$ cat config.mk
export PLATFORM = sky130hd
export DESIGN_NAME = noc_input_port
export DESIGN_NICKNAME = d
export VERILOG_FILES = /design/src/rtl/noc_pkg.sv /design/src/rtl/noc_input_port_fifo.sv /design/src/rtl/noc_input_port.sv
export SDC_FILE = /design/constraint.sdc
export NUM_CORES = 1
export LEC_CHECK = 0
export ABC_AREA = 1
export BUFFER_PORTS_ARGS = -buffer_cell sky130_fd_sc_hd__buf_2
export CORE_ASPECT_RATIO = 0.6
export CORE_MARGIN = 5
export CORE_UTILIZATION = 57
export DETAILED_ROUTE_END_ITERATION = 8
export PLACE_DENSITY = 0.87
export SLEW_MARGIN = 0
export SYNTH_ARGS = -nofsm -noshare
export SYNTH_HDL_FRONTEND = slang
export SYNTH_SLANG_ARGS = --single-unit
$ cat constraint.sdc
create_clock -name clk -period 4.36 [get_ports clk]
set_input_delay 1.308 -clock clk [delete_from_list [all_inputs] [get_ports clk]]
set_output_delay 1.308 -clock clk [all_outputs]
set_load 0.01 [all_outputs]
$ cat src/rtl/noc_pkg.sv
// Shared definitions for the NoC input port: flit layout, encodings and XY routing.
package noc_pkg;

    // Default flit field widths
    localparam int DATA_BITS_DEF   = 32;
    localparam int APP_ID_BITS_DEF = 4;
    localparam int X_BITS_DEF      = 4;
    localparam int Y_BITS_DEF      = 4;
    localparam int TYPE_BITS_DEF   = 2;
    localparam int EXTRA_BITS_DEF  = 2;

    // Field offsets, LSB first: {EXTRA, TYPE, Y_ADDR, X_ADDR, APP_ID, DATA}
    localparam int DATA_OFF   = 0;
    localparam int APP_ID_OFF = DATA_OFF + DATA_BITS_DEF;
    localparam int X_OFF      = APP_ID_OFF + APP_ID_BITS_DEF;
    localparam int Y_OFF      = X_OFF + X_BITS_DEF;
    localparam int TYPE_OFF   = Y_OFF + Y_BITS_DEF;
    localparam int EXTRA_OFF  = TYPE_OFF + TYPE_BITS_DEF;
    localparam int FLIT_BITS_DEF = EXTRA_OFF + EXTRA_BITS_DEF;

    typedef enum logic [1:0] {
        FLIT_SINGLE = 2'b00,
        FLIT_HEAD   = 2'b01,
        FLIT_BODY   = 2'b10,
        FLIT_TAIL   = 2'b11
    } flit_type_e;

    typedef enum logic [2:0] {
        PORT_LOCAL = 3'd0,
        PORT_NORTH = 3'd1,
        PORT_EAST  = 3'd2,
        PORT_SOUTH = 3'd3,
        PORT_WEST  = 3'd4
    } port_e;

    typedef enum logic {
        ST_IDLE   = 1'b0,
        ST_ACTIVE = 1'b1
    } ip_state_e;

    // Dimension-ordered routing: resolve X first, then Y, else deliver locally.
    function automatic port_e xy_route(input int dest_x, input int dest_y,
                                       input int my_x, input int my_y);
        port_e p;
        if (dest_x > my_x)      p = PORT_EAST;
        else if (dest_x < my_x) p = PORT_WEST;
        else if (dest_y > my_y) p = PORT_NORTH;
        else if (dest_y < my_y) p = PORT_SOUTH;
        else                    p = PORT_LOCAL;
        return p;
    endfunction

endpackage

$ cat src/rtl/noc_input_port_fifo.sv
// flit_fifo: small circular buffer exposing its occupancy and the head entry.
module flit_fifo #(
    parameter int WIDTH = 48,
    parameter int DEPTH = 4,
    localparam int CNT_W = $clog2(DEPTH + 1),
    localparam int PTR_W = (DEPTH > 1) ? $clog2(DEPTH) : 1
) (
    input  logic             clk,
    input  logic             reset,
    input  logic             i_push,
    input  logic             i_pop,
    input  logic [WIDTH-1:0] i_data,
    output logic [CNT_W-1:0] o_count,
    output logic [WIDTH-1:0] o_head
);

    logic [WIDTH-1:0] r_mem [DEPTH];
    logic [PTR_W-1:0] r_wr_ptr;
    logic [PTR_W-1:0] r_rd_ptr;
    logic [CNT_W-1:0] r_count;
    logic             w_do_push;
    logic             w_do_pop;

    assign w_do_push = i_push && (r_count < CNT_W'(DEPTH));
    assign w_do_pop  = i_pop && (r_count != '0);
    assign o_count   = r_count;
    assign o_head    = r_mem[r_rd_ptr];

    // Storage array; contents need no reset because the pointers define validity.
    always_ff @(posedge clk) begin
        if (w_do_push) begin
            r_mem[r_wr_ptr] <= i_data;
        end
    end

    // Pointers wrap at DEPTH so non-power-of-two depths also work.
    always_ff @(posedge clk) begin
        if (reset) begin
            r_wr_ptr <= '0;
            r_rd_ptr <= '0;
        end else begin
            if (w_do_push) begin
                r_wr_ptr <= (r_wr_ptr == PTR_W'(DEPTH - 1)) ? '0 : r_wr_ptr + 1'b1;
            end
            if (w_do_pop) begin
                r_rd_ptr <= (r_rd_ptr == PTR_W'(DEPTH - 1)) ? '0 : r_rd_ptr + 1'b1;
            end
        end
    end

    // Occupancy tracking; a simultaneous push and pop leaves it unchanged.
    always_ff @(posedge clk) begin
        if (reset) begin
            r_count <= '0;
        end else begin
            case ({w_do_push, w_do_pop})
                2'b10:   r_count <= r_count + 1'b1;
                2'b01:   r_count <= r_count - 1'b1;
                default: r_count <= r_count;
            endcase
        end
    end

endmodule

$ cat src/rtl/noc_input_port.sv
// noc_input_port: buffered router input with XY route computation, packet
// tracking (route locked from HEAD until TAIL) and sticky protocol-error flag.
module noc_input_port
    import noc_pkg::*;
#(
    parameter int DATA_BITS     = 32,
    parameter int APP_ID_BITS   = 4,
    parameter int X_BITS        = 4,
    parameter int Y_BITS        = 4,
    parameter int TYPE_BITS     = 2,
    parameter int EXTRA_BITS    = 2,
    parameter int FIFO_DEPTH    = 4,
    parameter int OUT_PORT_BITS = 3,
    parameter int MY_X          = 1,
    parameter int MY_Y          = 1,
    localparam int FLIT_BITS = EXTRA_BITS + TYPE_BITS + Y_BITS + X_BITS + APP_ID_BITS + DATA_BITS
) (
    input  logic                     clk,
    input  logic                     reset,
    input  logic                     ON,
    input  logic                     in_valid,
    input  logic [FLIT_BITS-1:0]     in_flit,
    output logic                     in_ready,
    output logic                     request,
    output logic [OUT_PORT_BITS-1:0] req_port,
    input  logic                     grant,
    output logic                     out_valid,
    output logic [FLIT_BITS-1:0]     out_flit,
    output logic                     err
);

    localparam int CNT_W   = $clog2(FIFO_DEPTH + 1);
    localparam int X_LSB   = DATA_BITS + APP_ID_BITS;
    localparam int Y_LSB   = X_LSB + X_BITS;
    localparam int T_LSB   = Y_LSB + Y_BITS;

    logic [CNT_W-1:0]     w_count;
    logic [FLIT_BITS-1:0] w_head;
    logic [TYPE_BITS-1:0] w_type;
    logic [X_BITS-1:0]    w_dest_x;
    logic [Y_BITS-1:0]    w_dest_y;
    logic                 w_is_single;
    logic                 w_is_head;
    logic                 w_is_body;
    logic                 w_is_tail;
    port_e                w_route;
    port_e                w_port;
    logic                 w_legal;
    logic                 w_request;
    logic                 w_drop;
    logic                 w_load_route;
    logic                 w_push;
    logic                 w_pop;
    ip_state_e            r_state;
    ip_state_e            w_next_state;
    port_e                r_route;
    logic                 r_err;

    assign in_ready = (w_count < CNT_W'(FIFO_DEPTH));
    assign w_push   = in_valid && in_ready;
    assign w_pop    = (w_request && grant) || w_drop;

    flit_fifo #(
        .WIDTH (FLIT_BITS),
        .DEPTH (FIFO_DEPTH)
    ) u_fifo (
        .clk     (clk),
        .reset   (reset),
        .i_push  (w_push),
        .i_pop   (w_pop),
        .i_data  (in_flit),
        .o_count (w_count),
        .o_head  (w_head)
    );

    assign w_type      = w_head[T_LSB +: TYPE_BITS];
    assign w_dest_x    = w_head[X_LSB +: X_BITS];
    assign w_dest_y    = w_head[Y_LSB +: Y_BITS];
    assign w_is_single = (w_type == TYPE_BITS'(FLIT_SINGLE));
    assign w_is_head   = (w_type == TYPE_BITS'(FLIT_HEAD));
    assign w_is_body   = (w_type == TYPE_BITS'(FLIT_BODY));
    assign w_is_tail   = (w_type == TYPE_BITS'(FLIT_TAIL));
    assign w_route     = xy_route(32'(w_dest_x), 32'(w_dest_y), MY_X, MY_Y);

    assign request   = w_request;
    assign req_port  = OUT_PORT_BITS'(w_port);
    assign out_valid = w_request && grant;
    assign out_flit  = w_head;
    assign err       = r_err;

    // Head-flit legality, arbitration request, error drop and next-state decode.
    always_comb begin
        w_next_state = r_state;
        w_request    = 1'b0;
        w_port       = PORT_LOCAL;
        w_drop       = 1'b0;
        w_load_route = 1'b0;
        w_legal      = 1'b0;
        if (w_count != '0) begin
            if (r_state == ST_IDLE) begin
                w_legal = w_is_single || w_is_head;
            end else begin
                w_legal = w_is_body || w_is_tail;
            end
            if (ON) begin
                if (w_legal) begin
                    w_request = 1'b1;
                    w_port    = (r_state == ST_IDLE) ? w_route : r_route;
                    if (grant) begin
                        if (r_state == ST_IDLE && w_is_head) begin
                            w_next_state = ST_ACTIVE;
                            w_load_route = 1'b1;
                        end else if (r_state == ST_ACTIVE && w_is_tail) begin
                            w_next_state = ST_IDLE;
                        end
                    end
                end else begin
                    w_drop = 1'b1;
                end
            end
        end
    end

    // Packet state and the route locked in by a granted HEAD flit.
    always_ff @(posedge clk) begin
        if (reset) begin
            r_state <= ST_IDLE;
            r_route <= PORT_LOCAL;
        end else begin
            r_state <= w_next_state;
            if (w_load_route) begin
                r_route <= w_route;
            end
        end
    end

    // Error flag stays set from the first dropped out-of-sequence flit until reset.
    always_ff @(posedge clk) begin
        if (reset) begin
            r_err <= 1'b0;
        end else if (w_drop) begin
            r_err <= 1'b1;
        end
    end

endmodule

# Word-level counts from Yosys, hierarchy flattened
# Memories as Yosys holds them, arrays and structs flattened. A register that Yosys moved wholly into a read port is not among the register bits.
# Index checks and enable logic that the tools add are counted.
[totals]
regBits = 12
ramBits = 192
input_bits = 53
output_inout_bits = 55
memories = 1
[op_classes]
n_addsub = 4
magnitude_cmp = 5
eq_ne = 7
muxes = 30
bitwise_logic = 1
reduce_logical = 14
[memory_table]
columns = ["name", "depth", "width", "read_ports", "rd_clocked_by_memory_dff", "write_ports", "line", "source"]
rows = [
  ["u_fifo.r_mem", 4, 48, 1, 1, 1, "noc_input_port_fifo.sv:17", "logic [WIDTH-1:0] r_mem [DEPTH];"],
]
[op_table]
columns = ["cell", "count"]
rows = [
  ["$mux W3", 6],
  ["$mux W1", 17],
  ["$mux W2", 6],
  ["$eq A2 B2 Y1 const B", 5],
  ["$gt A4 B1 Y1 const B", 2],
  ["$lt A4 B1 Y1 const B", 2],
  ["$logic_and A1 B1 Y1", 6],
  ["$pmux W3 S2", 1],
  ["$reduce_and A5 Y1", 1],
  ["$add A2 B1 Y2 const B", 2],
  ["$eq A2 B1 Y1 const B", 2],
  ["$reduce_bool A2 Y1", 2],
  ["$add A3 B1 Y3 const B", 1],
  ["$logic_or A1 B1 Y1", 3],
  ["$lt A3 B3 Y1 const B", 1],
  ["$reduce_bool A3 Y1", 1],
  ["$sub A3 B1 Y3 const B", 1],
  ["$logic_not A2 Y1", 1],
  ["$not A1 Y1", 1],
]

# Longest topological paths before layout
# Gate-level depths: netlist of run 1.
[logic_depth]
ltp_word = 12
mapped_depth = 15
mapped_depth_nobuf = 14

# Modules after synthesis
# A second synthesis of run 1 with hierarchy kept.
[hier_totals]
cells_unflattened = 592
area_unflattened_um2 = 8012.7
[by_module_without_submodules]
columns = ["module", "instances", "cells_per_inst", "area_each_um2", "seq_area_each_um2"]
rows = [
  ["flit_fifo", 1, 530, 7656.1, 5945.7],
  ["noc_input_port", 1, 62, 356.6, 100.1],
]

# Least setup slack after synthesis of run 1
# No wires, ideal clock.
[synth_path]
kind = "input to register"
startpoint = "input port in_valid"
endpoint = "memory u_fifo.r_mem[0][0], enable pin"
setup_time_ps = 454
t_arrival_ps = 3506
required_time_ps = 3906
slack_ps = 401
cell_stages = 2
path_buffers = 0
cell_sequence = "nand2_1 nor2_1"
[synth_via]
elab_chain_len = 4
[synth_rtl]
columns = ["element", "line", "source"]
rows = [
  ["start: declaration", "noc_input_port.sv:21", "input logic in_valid,"],
  ["$logic_and A1 B1 Y1", "noc_input_port.sv:60", "assign w_push = in_valid && in_ready;"],
  ["$logic_and A1 B1 Y1", "noc_input_port_fifo.sv:24", "assign w_do_push = i_push && (r_count < CNT_W'(DEPTH));"],
  ["$mux W1", "noc_input_port_fifo.sv:31", "if (w_do_push) begin"],
  ["$mux W1 (implied by the code)", "noc_input_port_fifo.sv:32", "r_mem[r_wr_ptr] <= i_data;"],
  ["end: declaration", "noc_input_port_fifo.sv:17", ""],
]
# Every way passes these cells.

==> summary.txt, run 1 <==
Synthesis
  – Fraction of synthesized cell area in xor and xnor cells: 0%
  – Sequential-to-total area share from yosys stat: between 70% and 80%
  – Mux share of post-synthesis cell area: 0%
  – Main combinational cell family by area after synthesis: simple AND/OR/NAND/NOR gates
  – Top-count cell post-synth: edfxtp_1
  – Yosys top cell by area: edfxtp_1
  – Top FF cell, synth: edfxtp_1
  – Mapped Cells: 615
  – Yosys warnings: 0
  – Avg Cell Area, Syn: 13.1 sq um
  – Post-synthesis simple-gate area fraction: 10.7%
  – Synth cell types: 30
  – EDFF count, synth: around 190
  – Synth Area in Compound Gates: 9.13%
  – Synth top area share: 71.5%
  – Adder-Cell Fraction of Synth Area: 1.18%
  – Flops & latches, synth: 206
  – Synth Net Count: 675
  – Largest cells by area after synthesis: edfxtp_1 (71%), o21ai_0 (5.0%), nor2_1 (4.5%)
  – Post-synthesis cell area: 8070 sq um
  – Commonest cells in the netlist: edfxtp_1 (192), nor2_1 (96), o21ai_0 (80)
  – Ys async rst share: 0%

Routing
  – Residual DRC: 0
  – Post-DRT Antenna Nets: 0
  – Routed len/inst: 18.3 um
  – First-pass detailed-route iteration total: 5
  – Vias per std cell: 5.63
  – Post-Route WL: around 17,000 um
  – Starting DRT DRC Count: approximately 450
  – Routed vias: 5,206

Global route
  – Global-route wire length before repair: 26,300 um
  – Grt total ovfl: 0
  – Initial antenna violation count: 1
  – Global Route Usage Sum: 20.3%
  – Largest net degree at the start of global routing: 96
  – Vias in the first global route: between 5,000 and 6,000

Die
  – CORE AREA: between 10,000 and 15,000 sq um
  – IO Count: 108
  – Die extent in x: around 160 um
  – Die area: between 15,000 and 20,000 sq um
  – Number of cell rows: 33
  – Initial Util: 58.7%
  – DIE HEIGHT: 102 um

STA
  – RSZ-0062 raised after global routing: false
  – Setup violators final: 0
  – Worst-margin pin slew: 0.773 ns
  – Post-Route Setup TNS: 0 ns
  – Final worst-path cycle share: about nine tenths
  – Fin crit period: 3.90 ns
  – Skew final: 0.00662 ns
  – Max frequency: 256 MHz
  – Slew Limit Fails: 0
  – Max_slew headroom: between 40% and 50%
  – Worst hold slack: 0.454 ns
  – Final Hold Vio Count: 0

Finish
  – Final core occ: 68.6%
  – Share of cells above drive strength 1: 24.0%
  – Fin nets: 780
  – Area growth from synthesis to layout: 16.9%
  – Layout Cells excl Fill: 925
  – Inserted Diodes: 0

Clocking
  – Hold buffers post-CTS: 0
  – Clock root cell: clkbuf_16
  – Num Clock Sinks: 206
  – CTS tree: built
  – Post-cts resize count: 0
  – TritonCTS Buffers: 19
  – CTS max path bufs: 3
  – Reg clk slew, reported paths: 0.06 ns
  – H-tree Lvls: 1
  – Setup Buffers After CTS: 0
  – Clk_lat worst skew: 0.47 ns

Worst setup path
  – Cell count of the worst reg-to-reg path: 13
  – Critical Path End: req_port[0]
  – CP endpoint kind: primary output
  – WP data required: slightly above 3 ns
  – CP Max Fanout: 56
  – Crit path DAT: 2.59 ns
  – Critical path class: reg -> out
  – Type of origin of the critical path: flip-flop
  – R2r endpoint: u_fifo.o_count[2]$_SDFFE_PP0P_
  – Worst R2R Setup Slack: 1.51 ns

Placement
  – DPL Wire Length: between 10,000 and 15,000 um
  – Cell Count Post-Placement: just under 900
  – # port buffers: 107
  – Gpl congestion: 0.792

Power and ir drop
  – LEAKAGE: ~0.0035 uW
  – Combinational share of power: 33.4%
  – Maximum VDD drop: 0.356 mV
  – Reg power frac: 40.4%
  – Switching power: around 2200 uW
  – Pwr dens: approximately 670 nW/um^2
  – Sw frac: a little over a third
  – Tot Pwr: 6360 uW
  – Clock share of power: 26.2%
  – P_int: 4130 uW

Run status
  – Status: finished, final reports clean

Hold path
  – Min-Delay Path Class: reg -> reg

Job
  – Max-cap violations: 0
-- power groups by stage --
| stage | Sequential (uW) | Clock (uW) | Combinational [uW] |
|---|---|---|---|
| 6_report | 2570 | 1670 | 2120 |
| 5_1_grt | 2590 | 1790 | 2350 |
| 4_1_cts | 2570 | 1700 | 2130 |
| 3_5_place_dp | 2610 | 0 | 2120 |
| 3_3_place_gp | 2600 | 0 | 2050 |
| 2_1_floorplan | 2520 | 0 | 1450 |
-- cell families after synthesis --
kind of cell               count (synthesis)
adders and majority gates                  7
buffers and inverters                     66
AOI/OAI and AO/OA                        136
and+or+nand+nor                          200
DFF                                      206
-- metrics by stage --
stage	setup WS, ns	cell area, sq um
2_1_floorplan	0.401	8070
3_3_place_gp	1.04	8800
3_5_place_dp	0.977	8800
4_1_cts	0.462	9440
5_1_grt	0.189	9440
6_report	0.459	9440
-- sequential cells by signal (all words and copies together) (netlist names), named ones only --
register / cells
err: 1
r_route: 3
r_state: 1
u_fifo.o_count: 3
u_fifo.r_mem: 192
u_fifo.r_rd_ptr: 2
u_fifo.r_wr_ptr: 2
-- worst max-delay path, stage by stage (launching register included) --
cell and delay [ns]:
dfxtp_4 0.66, buf_4 0.57, nand2_1 0.12, o21ai_1 0.10, nand2_1 0.06, nand2_1 0.11
nand3b_1 0.12, nand2_1 0.07, a21oi_1 0.15, buf_2 0.15
-- layer usage --
layer | wire length (um) | up-vias | share of wire [%] | GRT usage, %
met3 | 1350 | 20 | 8.0 | 4.11
met4 | 200 | 2 | 1.2 | 4.32
met2 | 7950 | 206 | 47 | 32.8
met1 | 7390 | 2564 | 44 | 29.2
met5 | 13 | - | 0.077 | 0
li1 | - | 2414 | - | -
-- layout make-up --
type,instances,area [sq um]
sequential,206,6050
inverter,35,139
timing repair buffer,115,646
multi-input combinational,343,1730
clock inverter,9,125
tap,192,240
clock buffer,25,508
fill,952,4310
-- placed cells by master (no fill, tap or decap), types with 2 or more instances in the layout --
master,instances
nor2_4,5
o22ai_1,38
nand3_1,19
buf_4,4
clkbuf_1,5
o21ai_0,80
clkbuf_16,19
nand3_2,5
ha_1,6
edfxtp_1,192
nand2_1,61
buf_12,4
nor2_2,3
nand2_2,11
a211oi_1,2
buf_2,107
clkinv_1,2
o21ai_1,3
dfxtp_1,12
inv_2,3
bufinv_16,3
a21oi_1,12
clkinv_2,3
nor2_1,92
inv_1,30
nand3b_1,2
-- worst min-delay path by stage --
stage	startpoint	end	depth (start not counted)
finish	err$_SDFFE_PP0P_	err$_SDFFE_PP0P_	2
global route	err$_SDFFE_PP0P_	err$_SDFFE_PP0P_	2
CTS	err$_SDFFE_PP0P_	err$_SDFFE_PP0P_	2
detailed placement	err$_SDFFE_PP0P_	err$_SDFFE_PP0P_	2
global placement	err$_SDFFE_PP0P_	err$_SDFFE_PP0P_	2
floorplan	r_route[2]$_SDFFE_PP0P_	r_route[2]$_SDFFE_PP0P_	2
(Power assumes the default switching activity.)
==> inputs of run 2 (changes only) <==
Settings changed: CORE_ASPECT_RATIO 0.6 to 1.75, RECOVER_POWER from default to 100.
==> summary.txt, run 2 (synthesis results as in run 1) <==
Run status
  – Status: finished, final reports clean

Die
  – Die extent in x: 99.9 um (-39%)
  – CORE AREA: 13,900 sq um (+1.1%)
  – DIE HEIGHT: 167 um (+64%)
  – Number of cell rows: 57 (+73%)
  – Initial Util: 58.0% (-0.67 points)
  – Die area: 16,700 sq um (about the same)
  – IO Count: 108 (unchanged)

Worst setup path
  – Critical path class: reg -> out
  – CP most frequent cell: nand2_1
  – Crit path DAT: 2.52 ns (-0.07 ns)
  – Worst R2R Setup Slack: 1.45 ns (-0.06 ns)
  – Cells along the critical path: inv_2 > nand3_1 > nand2_1 > nand2_1 > nand2_1 > nand2_1 > clkinv_1 > nand2_1 > a21oi_1 > clkbuf_1
  – Slowest-stage cell, CP: inv_2
  – WP data required: 3.05 ns (about the same)
  – Type of origin of the critical path: flip-flop
  – CP Max Fanout: 48 (-14%)
  – Crit-path max cell delay: 0.63 ns (-0.03 ns)
  – CP endpoint kind: primary output

Clocking
  – H-tree Lvls: 1 (unchanged)
  – CTS tree: built
  – TritonCTS Buffers: 18 (-1)
  – Num Clock Sinks: 206 (unchanged)
  – CTS max path bufs: 3 (unchanged)
  – Clock root cell: clkbuf_16
  – Setup Buffers After CTS: 0 (unchanged)
  – Hold buffers post-CTS: 0 (unchanged)
  – Clk_lat worst skew: 0.47 ns (about the same)
  – Post-cts resize count: 0 (unchanged)
  – Reg clk slew, reported paths: 0.07 ns (about the same)

Routing
  – Vias per std cell: 5.67 (+0.83%)
  – Routed len/inst: 18.5 um (+1.4%)
  – Post-DRT Antenna Nets: 0 (unchanged)
  – Routed vias: 5,147 (-1.1%)
  – Residual DRC: 0 (unchanged)
  – First-pass detailed-route iteration total: 5 (unchanged)
  – Post-Route WL: 16,800 um (-0.57%)
  – Starting DRT DRC Count: 365 (-19%)

Placement
  – Gpl congestion: 0.860 (+8.6%)
  – DPL Wire Length: 9920 um (-5.3%)
  – # port buffers: 107 (unchanged)
  – Placed inst area: 8730 sq um (-0.87%)

Global route
  – Initial antenna violation count: 0 (-1)
  – Grt total ovfl: 0 (unchanged)
  – Global Route Usage Sum: 19.9% (-0.33 points)
  – Global-route wire length before repair: 26,400 um (+0.21%)
  – Vias in the first global route: 5,286 (+5.5%)
  – Largest net degree at the start of global routing: 96 (unchanged)

STA
  – Fin crit period: 3.82 ns (-0.0767 ns)
  – Slew Limit Fails: 0 (unchanged)
  – Final Hold Vio Count: 0 (unchanged)
  – Final worst-path cycle share: 87.7% (-1.8 points)
  – Worst-margin pin slew: 1.44 ns (+0.663 ns)
  – Skew final: 0.00714 ns (+0.000519 ns)
  – RSZ-0062 raised after global routing: false
  – Max frequency: 261 MHz (+2.0%)
  – Post-Route Setup TNS: 0 ns (unchanged)
  – Setup violators final: 0 (unchanged)
  – Max_slew headroom: 4.25% (-44 points)

Power and ir drop
  – Maximum VDD drop: 0.462 mV (+30%)
  – Tot Pwr: 6180 uW (-2.9%)
  – LEAKAGE: 0.00319 uW (-8.7%)
  – Pwr dens: 673 nW/um^2 (-0.24%)

Finish
  – Register Area: 6050 sq um (about the same)
  – Area growth from synthesis to layout: 13.8%
  – Most frequent cells in the layout: edfxtp_1 (192), clkbuf_1 (99), nor2_1 (92), o21ai_0 (80), nand2_1 (67)
  – Reg with most FFs: u_fifo.r_mem
  – Multi-input gate area: 1700 sq um (-1.7%)
  – Fin nets: 778 (-0.26%)
  – Final core occ: 66.0% (-2.6 points)
  – Share of cells above drive strength 1: 9.04% (-15 points)
  – Design Area, Final: 9180 sq um (-2.7%)
  – FILL cells: 1,008 (+5.9%)
  – Most common cell after layout, fill and taps aside: edfxtp_1
  – Inserted Diodes: 0 (unchanged)
  – Largest register FFs: 192 (unchanged)

Job
  – Max-cap violations: 0 (unchanged)

Hold path
  – Min-Delay Path Class: reg -> reg
[run 2: changes by cell type in the layout (fill, tap and decap cells not counted), moves of 2 or more]
cell      previous run  this run
clkbuf_2             0         4
buf_2              107        10
nand2_2             11         5
clkinv_1             2         4
nand3_1             19        22
nand3_2              5         2
buf_12               4         0
clkbuf_1             5        99
nand2_1             61        67
[run 2: final timing paths]
check,cells after the start,to,start
hold / removal,2,err$_SDFFE_PP0P_,err$_SDFFE_PP0P_
hold reg to reg,2,err$_SDFFE_PP0P_,err$_SDFFE_PP0P_
setup / recovery,10,req_port[0],flip-flop
setup reg to reg,14,u_fifo.o_count[2]$_SDFFE_PP0P_,flip-flop
[run 2: worst max-delay path: cells and delay by family (launching register included)]
kind / cells / cell delay, ns
buf+inv: 3 / 0.87
simple gates: 6 / 0.74
flops: 1 / 0.32
compound gates: 1 / 0.11
[run 2: power by group]
group / leakage (uW) / switching (uW) / internal, uW / total [uW]
combinational: 0.00102 / 1440 / 580 / 2020
sequential: 0.00188 / 101 / 2430 / 2530
clock: 0.000296 / 651 / 975 / 1630
[run 2: metrics by stage]
| step | cells | hold slack, ns | setup slack (ns) |
|---|---|---|---|
| finish | 907 | 0.450 | 0.536 |
| global route | 907 | 0.479 | 0.282 |
| CTS | 907 | 0.448 | 0.610 |
| detailed placement | 875 | 0.438 | 1.05 |
| global placement | 875 | 0.435 | 1.08 |
| floorplan | 615 | 0.453 | 0.401 |
[run 2: cell type report]
cell class                 count  area share, %
clock buffer                  21           5.26
tap                          177           2.41
multi-input combinational    343           18.5
clock inverter                11           1.47
inverter                      35           1.51
sequential                   206           65.9
timing repair buffer         114           4.97
[run 2: metal layers]
layer / GRT usage [%] / vias up / part of all wire (%)
li1: - / 2411 / -
met1: 22.9 / 2496 / 36
met2: 36.6 / 199 / 55
met3: 2.96 / 41 / 6.8
met4: 7.73 / 0 / 3.0
met5: 0 / - / 0
